### src/rtl/alu16_issue_ctrl_if.sv
// Producer command and consumer result handshakes of the ALU issue controller.
// The design uses the slave modport; a driver or bench uses the master modport.
interface alu16_issue_ctrl_if #(
  parameter int TAG_W = 4
);
  logic             cmd_valid;
  logic             cmd_ready;
  logic [2:0]       cmd_op;
  logic [15:0]      cmd_a;
  logic [15:0]      cmd_b;
  logic [TAG_W-1:0] cmd_tag;

  logic             res_valid;
  logic             res_ready;
  logic [15:0]      res_data;
  logic [TAG_W-1:0] res_tag;
  logic             res_err;

  modport master (
    output cmd_valid, cmd_op, cmd_a, cmd_b, cmd_tag, res_ready,
    input  cmd_ready, res_valid, res_data, res_tag, res_err
  );

  modport slave (
    input  cmd_valid, cmd_op, cmd_a, cmd_b, cmd_tag, res_ready,
    output cmd_ready, res_valid, res_data, res_tag, res_err
  );
endinterface

### src/rtl/alu16_issue_ctrl.sv
// Command FIFO and one-at-a-time issue sequencer in front of the 16-bit
// multi-cycle ALU; holds operands stable until the ALU drops busy.
module alu16_issue_ctrl #(
  parameter int DEPTH   = 4,
  parameter int TAG_W   = 4,
  parameter int SETTLE  = 2,
  parameter int TIMEOUT = 64
) (
  input  logic                       CK,
  input  logic                       RST,
  alu16_issue_ctrl_if.slave          bus,
  output logic [15:0]                alu_r1,
  output logic [15:0]                alu_r2,
  output logic [2:0]                 alu_instr,
  input  logic                       alu_busy,
  input  logic [15:0]                alu_result,
  output logic [$clog2(DEPTH):0]     fifo_count
);
  localparam int PTR_W = $clog2(DEPTH);
  localparam int CNT_W = PTR_W + 1;
  localparam int ENT_W = 3 + 16 + 16 + TAG_W;
  localparam int MAXC  = (TIMEOUT > SETTLE) ? TIMEOUT : SETTLE;
  localparam int CTR_W = $clog2(MAXC + 1);

  typedef enum logic [1:0] {IDLE, LAUNCH, WAIT, HOLD} state_t;

  state_t             state_q, state_d;
  logic [CTR_W-1:0]   ctr_q, ctr_d;
  logic [CNT_W-1:0]   count_q, count_d;
  logic [PTR_W-1:0]   wr_ptr_q, wr_ptr_d;
  logic [PTR_W-1:0]   rd_ptr_q, rd_ptr_d;
  logic [15:0]        alu_r1_q, alu_r1_d;
  logic [15:0]        alu_r2_q, alu_r2_d;
  logic [2:0]         alu_instr_q, alu_instr_d;
  logic [TAG_W-1:0]   pend_tag_q, pend_tag_d;
  logic               res_valid_q, res_valid_d;
  logic [15:0]        res_data_q, res_data_d;
  logic [TAG_W-1:0]   res_tag_q, res_tag_d;
  logic               res_err_q, res_err_d;

  logic [ENT_W-1:0]   mem_q [DEPTH];
  logic [ENT_W-1:0]   head;
  logic               push;
  logic               pop;
  logic               not_full;

  // Readiness comes only from the registered count, so a pop in the same
  // cycle never lets a push into a full FIFO.
  assign not_full = (count_q != CNT_W'(DEPTH));
  assign push     = bus.cmd_valid && not_full;
  assign head     = mem_q[rd_ptr_q];

  always_ff @(posedge CK) begin
    if (push) begin
      mem_q[wr_ptr_q] <= {bus.cmd_op, bus.cmd_a, bus.cmd_b, bus.cmd_tag};
    end
  end

  always_comb begin
    state_d     = state_q;
    ctr_d       = ctr_q;
    alu_r1_d    = alu_r1_q;
    alu_r2_d    = alu_r2_q;
    alu_instr_d = alu_instr_q;
    pend_tag_d  = pend_tag_q;
    res_valid_d = res_valid_q;
    res_data_d  = res_data_q;
    res_tag_d   = res_tag_q;
    res_err_d   = res_err_q;
    pop         = 1'b0;

    case (state_q)
      IDLE: begin
        if (count_q != '0) begin
          pop = 1'b1;
          {alu_instr_d, alu_r1_d, alu_r2_d, pend_tag_d} = head;
          ctr_d   = CTR_W'(SETTLE);
          state_d = LAUNCH;
        end
      end
      LAUNCH: begin
        // Busy is not trusted yet: the ALU's busy flag lags the new operands.
        if (ctr_q <= CTR_W'(1)) begin
          ctr_d   = '0;
          state_d = WAIT;
        end else begin
          ctr_d = ctr_q - CTR_W'(1);
        end
      end
      WAIT: begin
        ctr_d = ctr_q + CTR_W'(1);
        if (!alu_busy || (ctr_q == CTR_W'(TIMEOUT - 1))) begin
          res_data_d  = alu_result;
          res_tag_d   = pend_tag_q;
          res_err_d   = alu_busy;
          res_valid_d = 1'b1;
          ctr_d       = '0;
          state_d     = HOLD;
        end
      end
      HOLD: begin
        if (bus.res_ready) begin
          res_valid_d = 1'b0;
          state_d     = IDLE;
        end
      end
      default: state_d = IDLE;
    endcase

    count_d  = count_q + CNT_W'(push) - CNT_W'(pop);
    wr_ptr_d = wr_ptr_q + PTR_W'(push);
    rd_ptr_d = rd_ptr_q + PTR_W'(pop);
  end

  always_ff @(posedge CK) begin
    if (RST) begin
      state_q     <= IDLE;
      ctr_q       <= '0;
      count_q     <= '0;
      wr_ptr_q    <= '0;
      rd_ptr_q    <= '0;
      alu_r1_q    <= '0;
      alu_r2_q    <= '0;
      alu_instr_q <= '0;
      pend_tag_q  <= '0;
      res_valid_q <= 1'b0;
      res_data_q  <= '0;
      res_tag_q   <= '0;
      res_err_q   <= 1'b0;
    end else begin
      state_q     <= state_d;
      ctr_q       <= ctr_d;
      count_q     <= count_d;
      wr_ptr_q    <= wr_ptr_d;
      rd_ptr_q    <= rd_ptr_d;
      alu_r1_q    <= alu_r1_d;
      alu_r2_q    <= alu_r2_d;
      alu_instr_q <= alu_instr_d;
      pend_tag_q  <= pend_tag_d;
      res_valid_q <= res_valid_d;
      res_data_q  <= res_data_d;
      res_tag_q   <= res_tag_d;
      res_err_q   <= res_err_d;
    end
  end

  assign bus.cmd_ready = not_full;
  assign bus.res_valid = res_valid_q;
  assign bus.res_data  = res_data_q;
  assign bus.res_tag   = res_tag_q;
  assign bus.res_err   = res_err_q;
  assign alu_r1        = alu_r1_q;
  assign alu_r2        = alu_r2_q;
  assign alu_instr     = alu_instr_q;
  assign fifo_count    = count_q;
endmodule
### src/flat_wrapper.sv
// flat-port wrapper written by rule: the top's interface ports become plain ports
module alu16_issue_ctrl_flat 
#(
  parameter int DEPTH   = 4,
  parameter int TAG_W   = 4,
  parameter int SETTLE  = 2,
  parameter int TIMEOUT = 64
)
  (CK, RST, alu_r1, alu_r2, alu_instr, alu_busy, alu_result, fifo_count, bus_cmd_valid, bus_cmd_op, bus_cmd_a, bus_cmd_b, bus_cmd_tag, bus_res_ready, bus_cmd_ready, bus_res_valid, bus_res_data, bus_res_tag, bus_res_err);
  alu16_issue_ctrl_if #(.TAG_W(TAG_W)) bus_i ();
  input  logic CK;
  input  logic RST;
  output logic [15:0] alu_r1;
  output logic [15:0] alu_r2;
  output logic [2:0] alu_instr;
  input  logic alu_busy;
  input  logic [15:0] alu_result;
  output logic [$clog2(DEPTH):0] fifo_count;
  input wire logic [$bits(bus_i.cmd_valid)-1:0] bus_cmd_valid;
  input wire logic [$bits(bus_i.cmd_op)-1:0] bus_cmd_op;
  input wire logic [$bits(bus_i.cmd_a)-1:0] bus_cmd_a;
  input wire logic [$bits(bus_i.cmd_b)-1:0] bus_cmd_b;
  input wire logic [$bits(bus_i.cmd_tag)-1:0] bus_cmd_tag;
  input wire logic [$bits(bus_i.res_ready)-1:0] bus_res_ready;
  output wire logic [$bits(bus_i.cmd_ready)-1:0] bus_cmd_ready;
  output wire logic [$bits(bus_i.res_valid)-1:0] bus_res_valid;
  output wire logic [$bits(bus_i.res_data)-1:0] bus_res_data;
  output wire logic [$bits(bus_i.res_tag)-1:0] bus_res_tag;
  output wire logic [$bits(bus_i.res_err)-1:0] bus_res_err;
  assign bus_i.cmd_valid = bus_cmd_valid;
  assign bus_i.cmd_op = bus_cmd_op;
  assign bus_i.cmd_a = bus_cmd_a;
  assign bus_i.cmd_b = bus_cmd_b;
  assign bus_i.cmd_tag = bus_cmd_tag;
  assign bus_i.res_ready = bus_res_ready;
  assign bus_cmd_ready = bus_i.cmd_ready;
  assign bus_res_valid = bus_i.res_valid;
  assign bus_res_data = bus_i.res_data;
  assign bus_res_tag = bus_i.res_tag;
  assign bus_res_err = bus_i.res_err;
  alu16_issue_ctrl #(.DEPTH(DEPTH), .TAG_W(TAG_W), .SETTLE(SETTLE), .TIMEOUT(TIMEOUT)) u_core (.CK(CK), .RST(RST), .bus(bus_i), .alu_r1(alu_r1), .alu_r2(alu_r2), .alu_instr(alu_instr), .alu_busy(alu_busy), .alu_result(alu_result), .fifo_count(fifo_count));
endmodule
### config.mk
export PLATFORM = sky130hd
export DESIGN_NAME = alu16_issue_ctrl_flat
export DESIGN_NICKNAME = d
export VERILOG_FILES = /design/src/rtl/alu16_issue_ctrl_if.sv /design/src/rtl/alu16_issue_ctrl.sv /design/src/flat_wrapper.sv
export SDC_FILE = /design/constraint.sdc
export NUM_CORES = 1
export LEC_CHECK = 0
export CORE_ASPECT_RATIO = 0.9
export CORE_MARGIN = 2
export CORE_UTILIZATION = 48
export DETAILED_ROUTE_END_ITERATION = 16
export GPL_ROUTABILITY_DRIVEN = 0
export PLACE_DENSITY = 0.78
export SETUP_SLACK_MARGIN = 0.15
export SLEW_MARGIN = 5
export SYNTH_ARGS = -nofsm -noshare
export SYNTH_HDL_FRONTEND = slang
export SYNTH_SLANG_ARGS = --single-unit
### constraint.sdc
create_clock -name CK -period 9.9 [get_ports CK]
set_input_delay 1.98 -clock CK [delete_from_list [all_inputs] [get_ports CK]]
set_output_delay 1.98 -clock CK [all_outputs]
set_load 0.05 [all_outputs]
* Word level (Yosys, flattened, before mapping) *
Memories as Yosys holds them, arrays and structs flattened. A register that Yosys moved wholly into a read port is not among the register bits.
Index checks and enable logic that the tools add are counted.

word-level totals
  register bits = 38
  RAM bits = 156
  bits of input ports = 60
  output and inout port bits = 61
  memories = 1

memory list
  name          depth  bits a word  rd ports  clocked after memory_dff  write ports  RTL line                RTL
  u_core.mem_q  4      39           1         1                         1            alu16_issue_ctrl.sv:41  logic [ENT_W-1:0] mem_q [DEPTH];

cells by class
  $add $sub $neg = 6
  magnitude comparators = 1
  equal/unequal tests = 9
  multiplexer cells = 16
  reduce and logical (&&, ||, !) cells = 12

operators with widths
  kind                   count
  $mux W7                3
  $pmux W7 S3            1
  $mux W2                4
  $pmux W2 S4            1
  $add A7 B1 Y7 const B  1
  $eq A7 B6 Y1 const B   1
  $le A7 B1 Y1 const B   1
  $sub A7 B1 Y7 const B  1
  $mux W1                6
  $ne A2 B1 Y1 const B   3
  $reduce_and A2 Y1      3
  $reduce_bool A3 Y1     2
  $add A2 B1 Y2          2
  $eq A2 B2 Y1 const B   2
  $reduce_and A4 Y1      1
  $add A3 B1 Y3          1
  $ne A3 B3 Y1 const B   1
  $reduce_and A3 Y1      1
  $sub A3 B1 Y3          1
  $eq A2 B1 Y1 const B   1
  $logic_not A2 Y1       1
  $ne A2 B2 Y1 const B   1
  $pmux W1 S2            1
  $reduce_bool A2 Y1     1
  other kinds (3)        3

* Logic depth before layout (Yosys ltp) *
Gate-level depths: netlist of run 1.

  depth in word-level cells = 4
  depth in mapped cells = 13
  depth with buffers taken out = 12

* Worst setup path before layout of run 1 *
No wires, ideal clock.

  path type = input port to flip-flop
  start point = input bus_cmd_valid
  end point = memory u_core.mem_q[1][0] in the netlist's numbering (enable)
  setup time = 0.492 ns
  arrival = 4.989 ns
  required time = 9.408 ns
  slack = 4.419 ns
  stages = 2
  cell sequence = nand2_1 > nor3b_1

between the ends
  word-level cells in the longest chain between the ends = 3

RTL lines
  what                           RTL line                RTL
  from (decl)                    flat_wrapper.sv:19      input wire logic [$bits(bus_i.cmd_valid)-1:0] bus_cmd_valid;
  $logic_and A1 B1 Y1            alu16_issue_ctrl.sv:50  assign push = bus.cmd_valid && not_full;
  $mux W1                        alu16_issue_ctrl.sv:54  if (push) begin
  $mux W1 (not written as such)  alu16_issue_ctrl.sv:55  mem_q[wr_ptr_q] <= {bus.cmd_op, bus.cmd_a, bus.cmd_b, bus.cmd_tag};
  to (decl)                      alu16_issue_ctrl.sv:41

No other way between the ends.

* Worst setup path in the final report of run 1 *
  start point = register u_core.count_q[1], in the netlist u_core.fifo_count[1]
  end point = output bus_cmd_ready

between the ends
  word-level cells in the longest chain between the ends = 1

RTL lines
  what                    RTL line                 RTL
  from (decl)             alu16_issue_ctrl.sv:29   logic [CNT_W-1:0] count_q, count_d;
  from (signal assigned)  alu16_issue_ctrl.sv:133  count_q <= count_d;
  $ne A3 B3 Y1            alu16_issue_ctrl.sv:49   assign not_full = (count_q != CNT_W'(DEPTH));
  to (decl)               flat_wrapper.sv:25       output wire logic [$bits(bus_i.cmd_ready)-1:0] bus_cmd_ready;

No other way between the ends.

==> summary.txt, run 1 <==
Synthesis
  • Post-synthesis cell type count: 55
  • Syn Area/Cell: 14.6 µm²
  • Ys async rst share: 0
  • Mapped Cells: 616
  • #FFs+latches synth: 233
  • Cell area after synthesis: 8980 µm²
  • Yosys warns: 0
  • Post-synth EDFFs: 156
  • Seq/Total Area, Yosys: 0.693
  • Synth top area share: 0.522
  • Main synth FF type: edfxtp_1
  • Largest area contributor in the netlist: edfxtp_1
  • Syn Nets: 689
  • Synth area leaders: edfxtp_1, dfxtp_1, mux4_2, nand2_1, a21oi_1

Detailed routing
  • Drt pass-1 iters: 5
  • Wire length per cell: 18.7 µm
  • Vias: 5499
  • Antenna Nets Post-Route: 0
  • Drc violations: 0
  • Initial detailed-routing violation count: 389
  • Vias per inst: 5.54
  • Final wirelength: 18.5 mm

Critical path
  • R2R depth: 13
  • Critical path class: flip-flop to primary output
  • Worst setup EP type: primary output
  • Reg2Reg Setup Slack: 7020 ps
  • CP required: 7920 ps
  • Worst Setup Start Kind: flip-flop
  • Crit Path Max Fanout: 6
  • Critical path arrival: 2010 ps

Pwr
  • PwrDens: 287 nW/µm²
  • Worst vdd ir: 230 µV
  • Design Power: 3210 µW
  • Leakage power: 0.00366 µW

GRT
  • Vias in the first global route: 5619
  • Antenna violations before repair: 0
  • First-pass GRT wire length: 29.5 mm
  • Gr ovfl total: 0
  • Largest net degree at the start of global routing: 80
  • GRT Overall Usage: 0.188

STA
  • Fmax: 0.250 GHz
  • Final worst slack: 5910 ps
  • Final hold vios: 0
  • Setup_tns: 0 ps
  • Setup Viol. Count Final: 0
  • Min cycle time layout: 3990 ps
  • Clock skew: 18.9 ps
  • Hold Worst Slack: 456 ps
  • Slew Viols, Final: 0
  • Rel. slew slack: 0.311
  • RSZ-0062 raised after global routing: false
  • Worst slew pin tran: 1030 ps
  • Tcrit/Tclk final: 0.403

Finish
  • Fraction of layout cells with a size suffix above 1: 0.126
  • # diodes: 0
  • Nets: 802
  • Area growth syn-to-layout: 24.3%
  • Final design utilization: 0.609

Place
  • IO Port Bufs: 120
  • Dpl ws: 5870 ps
  • DP HPWL: 11.1 mm

Clock network
  • Clock insertion delay at the later pin of the skew report: 530 ps
  • TritonCTS clock tree: yes
  • Post-CTS setup repair buffer count: 0
  • Num CTS Buffers: 24
  • Hold Buf Count CTS: 0
  • CTS resizes: 0
  • Root Buffer: clkbuf_16
  • Worst-path clk slew: 60 ps
  • Max clock buf depth: 3
  • H-tree depth: 1
  • Clk sink count: 233

Die
  • Die width: 148 µm
  • Ports: 121
  • Die span in y: 134 µm
  • Die area: 19800 µm²
  • Initial core utilization: 0.490
  • Core area: 18300 µm²
  • Row cnt: 47

Min path
  • Hold depth: 2
  • Hold Path Class: flip-flop to flip-flop

Status
  • Outcome: completed

Flow run
  • Max cap viols: 0
==> sequential cells by signal (all words and copies together) (netlist names) <==
name                  count
u_core.bus.res_data      16
u_core.bus.res_err        1
u_core.mem_q            156
u_core.fifo_count         3
u_core.alu_r2            16
u_core.state_q            2
u_core.rd_ptr_q           2
u_core.pend_tag_q         4
u_core.wr_ptr_q           2
u_core.alu_r1            16
u_core.bus.res_valid      1
u_core.ctr_q              7
u_core.bus.res_tag        4
u_core.alu_instr          3
==> cells in the mapped netlist (2+ instances only) <==
| cell type | instances |
|---|---|
| dfxtp_1 | 77 |
| nor2_1 | 14 |
| o21ai_1 | 10 |
| a31oi_1 | 3 |
| nand2b_1 | 2 |
| o21ai_0 | 13 |
| o211ai_1 | 2 |
| ha_1 | 12 |
| inv_1 | 13 |
| xnor2_1 | 6 |
| mux4_2 | 39 |
| or4_1 | 2 |
| buf_2 | 11 |
| o311a_1 | 2 |
| a311oi_1 | 2 |
| nor3b_1 | 2 |
| a21oi_1 | 65 |
| nand3_1 | 26 |
| buf_6 | 2 |
| edfxtp_1 | 156 |
| buf_1 | 3 |
| mux2i_1 | 2 |
| nand2_1 | 88 |
| o31ai_1 | 2 |
| nor3_1 | 8 |
| nor2b_1 | 4 |
| clkbuf_1 | 22 |
==> power breakdown <==
part	switching [µW]	internal [µW]
Clock	362	511
Sequential	124	1200
Combinational	625	382
==> cells by family after synthesis <==
logic type,Yosys count,synth area share
flip-flops,233,0.693
adder cells (fa/ha/maj),13,0.0189
multiplexers,42,0.101
XOR/XNOR,7,0.00683
AO/OA/AOI/OAI,112,0.0740
buffers and inverters,53,0.0262
AND/OR/NAND/NOR,156,0.0797
==> worst max-delay path, stage by stage (launching register included) <==
cell and delay [ps]:
dfxtp_1 520, nor2_1 90, nand2_1 90, clkdlybuf4s50_1 800
==> worst paths after layout <==
kind                              from              endpoint
hold / removal       u_core.alu_r1[11]     u_core.alu_r1[11]
setup / recovery  u_core.fifo_count[1]         bus_cmd_ready
hold reg to reg      u_core.alu_r1[11]     u_core.alu_r1[11]
setup reg to reg     u_core.state_q[0]  u_core.fifo_count[2]
==> per-stage QoR <==
stage	instances	instance area (µm²)
after global placement	948	10400
after global routing	992	11200
after detailed placement	948	10400
final	992	11200
after floorplan	616	8980
after CTS	992	11200
==> layout by cell type, fill, tap and decap left out, types with 3 or more instances in the layout <==
master           instances
ha_1                    12
nor3_1                   7
clkbuf_16               24
o21ai_1                 10
clkinv_1                 6
nand3_1                 26
buf_4                    7
clkdlybuf4s50_1        119
o21ai_0                 13
nor2b_1                  4
inv_1                   12
nand2_1                 88
xnor2_1                  6
edfxtp_1               156
nor2_1                  13
mux4_2                  39
dfxtp_1                 75
a31oi_1                  3
clkbuf_1                 8
a21oi_1                 65
==> routing by layer <==
metal	up-vias	track usage	part of all wire	wire length (µm)
li1	2531	-	-	-
met4	0	0.0587	0.028	527
met3	47	0.0384	0.072	1340
met1	2704	0.244	0.41	7640
met5	-	0	0	0
met2	217	0.321	0.49	9040
==> final cells by class <==
cell class | count | area, µm²
tap | 245 | 307
fill | 1365 | 7180
multi-input combinational | 330 | 2560
inverter | 13 | 48.8
clock inverter | 11 | 130
sequential | 233 | 6230
timing repair buffer | 127 | 1250
clock buffer | 33 | 644
(Power assumes the default switching activity.)
==> run 2, diff against run 1 <==
--- a/config.mk
+++ b/config.mk
@@ -10,7 +10,7 @@
 export CORE_UTILIZATION = 48
 export DETAILED_ROUTE_END_ITERATION = 16
 export GPL_ROUTABILITY_DRIVEN = 0
-export PLACE_DENSITY = 0.78
+export PLACE_DENSITY = 0.81
 export SETUP_SLACK_MARGIN = 0.15
 export SLEW_MARGIN = 5
 export SYNTH_ARGS = -nofsm -noshare
==> constraint.sdc (replaced) <==
create_clock -name CK -period 3.6 [get_ports CK]
set_input_delay 0.72 -clock CK [delete_from_list [all_inputs] [get_ports CK]]
set_output_delay 0.72 -clock CK [all_outputs]
set_load 0.05 [all_outputs]
==> run 2 against run 1 <==
Worst setup slack worse by 5100 ps. Critical endpoint unchanged. Largest power group unchanged. Routed wire length is 3.8% higher. Final area grew 0.71%. Flip-flop and latch count is the same.
==> summary.txt, run 2 (synthesized netlist as in run 1, its figures left out) <==
Critical path
  • CP required: 2880 ps
  • Critical path arrival: 2030 ps
  • Worst setup EP type: primary output
  • Worst Setup Start Kind: flip-flop
  • R2R depth: 12
  • Crit Path Max Fanout: 6
  • Critical path class: flip-flop to primary output

GRT
  • Antenna violations before repair: 0
  • First-pass GRT wire length: 30.0 mm
  • GRT Overall Usage: 0.194
  • Gr ovfl total: 0
  • Vias in the first global route: 5604
  • Largest net degree at the start of global routing: 41

Die
  • Die span in y: 134 µm
  • Ports: 121
  • Initial core utilization: 0.490
  • Core area: 18300 µm²
  • Die width: 148 µm
  • Row cnt: 47
  • Die area: 19800 µm²

Pwr
  • Clock power share: 0.281
  • Leakage power: 0.00371 µW
  • Internal Pwr Total: 5860 µW
  • Sw frac: 0.346
  • Worst vdd ir: 586 µV
  • Gate power share: 0.310
  • Net Sw Power: 3110 µW
  • Seq pwr share: 0.408
  • PwrDens: 798 nW/µm²

STA
  • Setup_tns: 0 ps
  • RSZ-0062 raised after global routing: false
  • Final hold vios: 0
  • Final worst slack: 854 ps
  • Fmax: 0.364 GHz
  • Min cycle time layout: 2750 ps
  • Slew Viols, Final: 0
  • Tcrit/Tclk final: 0.763
  • Worst slew pin tran: 1090 ps
  • Rel. slew slack: 0.276
  • Clock skew: 27.2 ps
  • Setup Viol. Count Final: 0

Clock network
  • Clk sink count: 233
  • Max clock buf depth: 3
  • Root Buffer: clkbuf_16
  • Num CTS Buffers: 24
  • Post-CTS setup repair buffer count: 0
  • CTS resizes: 0
  • Clock insertion delay at the later pin of the skew report: 530 ps
  • Hold Buf Count CTS: 0
  • TritonCTS clock tree: yes
  • Worst-path clk slew: 60 ps
  • H-tree depth: 1

Place
  • Placed cells: 951
  • Dpl ws: 1000 ps
  • IO Port Bufs: 120
  • DP HPWL: 11.6 mm
  • Area after DPL: 10400 µm²

Finish
  • Layout Cells excl Fill: 995
  • Fraction of layout cells with a size suffix above 1: 0.136
  • Commonest non-fill, non-tap cells in the layout: edfxtp_1, clkdlybuf4s50_1, nand2_1
  • Most common cell after layout, fill and taps aside: edfxtp_1
  • # diodes: 0
  • Nets: 805
  • Largest reg by FF count: u_core.mem_q
  • Final instance area: 11200 µm²
  • Area growth syn-to-layout: 25.2%
  • Largest register FFs: 156

Detailed routing
  • Wire length per cell: 19.3 µm
  • Antenna Nets Post-Route: 0
  • Drt pass-1 iters: 5
  • Vias per inst: 5.57
  • Final wirelength: 19.2 mm
  • Vias: 5542
  • Initial detailed-routing violation count: 511
  • Drc violations: 0

Status
  • Outcome: completed

Min path
  • Hold depth: 2
  • Hold Path Class: flip-flop to flip-flop

Flow run
  • Max cap viols: 0
==> run 2: cell types whose count changed in the layout (fill, tap and decap cells not counted), sizes merged <==
cell,delta
buf,+3
bufinv,+1
clkbuf,-1
clkinv,-2
inv,+2
==> run 2: worst max-delay path, stage by stage, from the launching register on <==
cell	delay [ps]
dfxtp_1	510
nor2_1	90
nand2_1	110
clkdlybuf4s50_1	810
==> run 2: per-layer routing <==
layer / share of wire / vias up / global-route usage / wire [µm]
met3: 0.070 / 35 / 0.0361 / 1340
met4: 0.023 / 0 / 0.0529 / 440
met2: 0.50 / 239 / 0.340 / 9620
met1: 0.41 / 2728 / 0.250 / 7840
met5: 0 / - / 0 / 0
li1: - / 2540 / - / -
==> run 2: path summary, 6_finish.rpt <==
kind,start,to,slack [ps]
max reg2reg,u_core.state_q[0],u_core.fifo_count[2],1380
min reg2reg,u_core.alu_r2[3],u_core.alu_r2[3],460
min,u_core.alu_r2[3],u_core.alu_r2[3],460
max,u_core.fifo_count[1],bus_cmd_ready,850
==> run 2: per-stage QoR <==
| stage | utilization | total power (µW) | hold WS, ps |
|---|---|---|---|
| 6_report | 0.613 | 8970 | 458 |
| 3_3_place_gp | 0.568 | 6400 | 445 |
| 4_1_cts | 0.613 | 9040 | 460 |
| 5_1_grt | 0.613 | 9380 | 475 |
| 3_5_place_dp | 0.568 | 6490 | 447 |
| 2_1_floorplan | - | 5570 | 437 |
==> run 2: area by class of cell <==
type	instances	area [µm²]
inverter	13	48.8
fill	1336	7100
clock inverter	12	168
clock buffer	32	651
sequential	233	6230
multi-input combinational	330	2570
timing repair buffer	130	1270
tap	245	307
==> run 2: power by group through the flow <==
stage                     sequential, µW  combinational, µW  clock (µW)
after global placement              3680               2720           0
after detailed placement            3710               2780           0
after floorplan                     4150               1420           0
final                               3660               2780        2520
after global routing                3720               2980        2680
after CTS                           3670               2800        2570
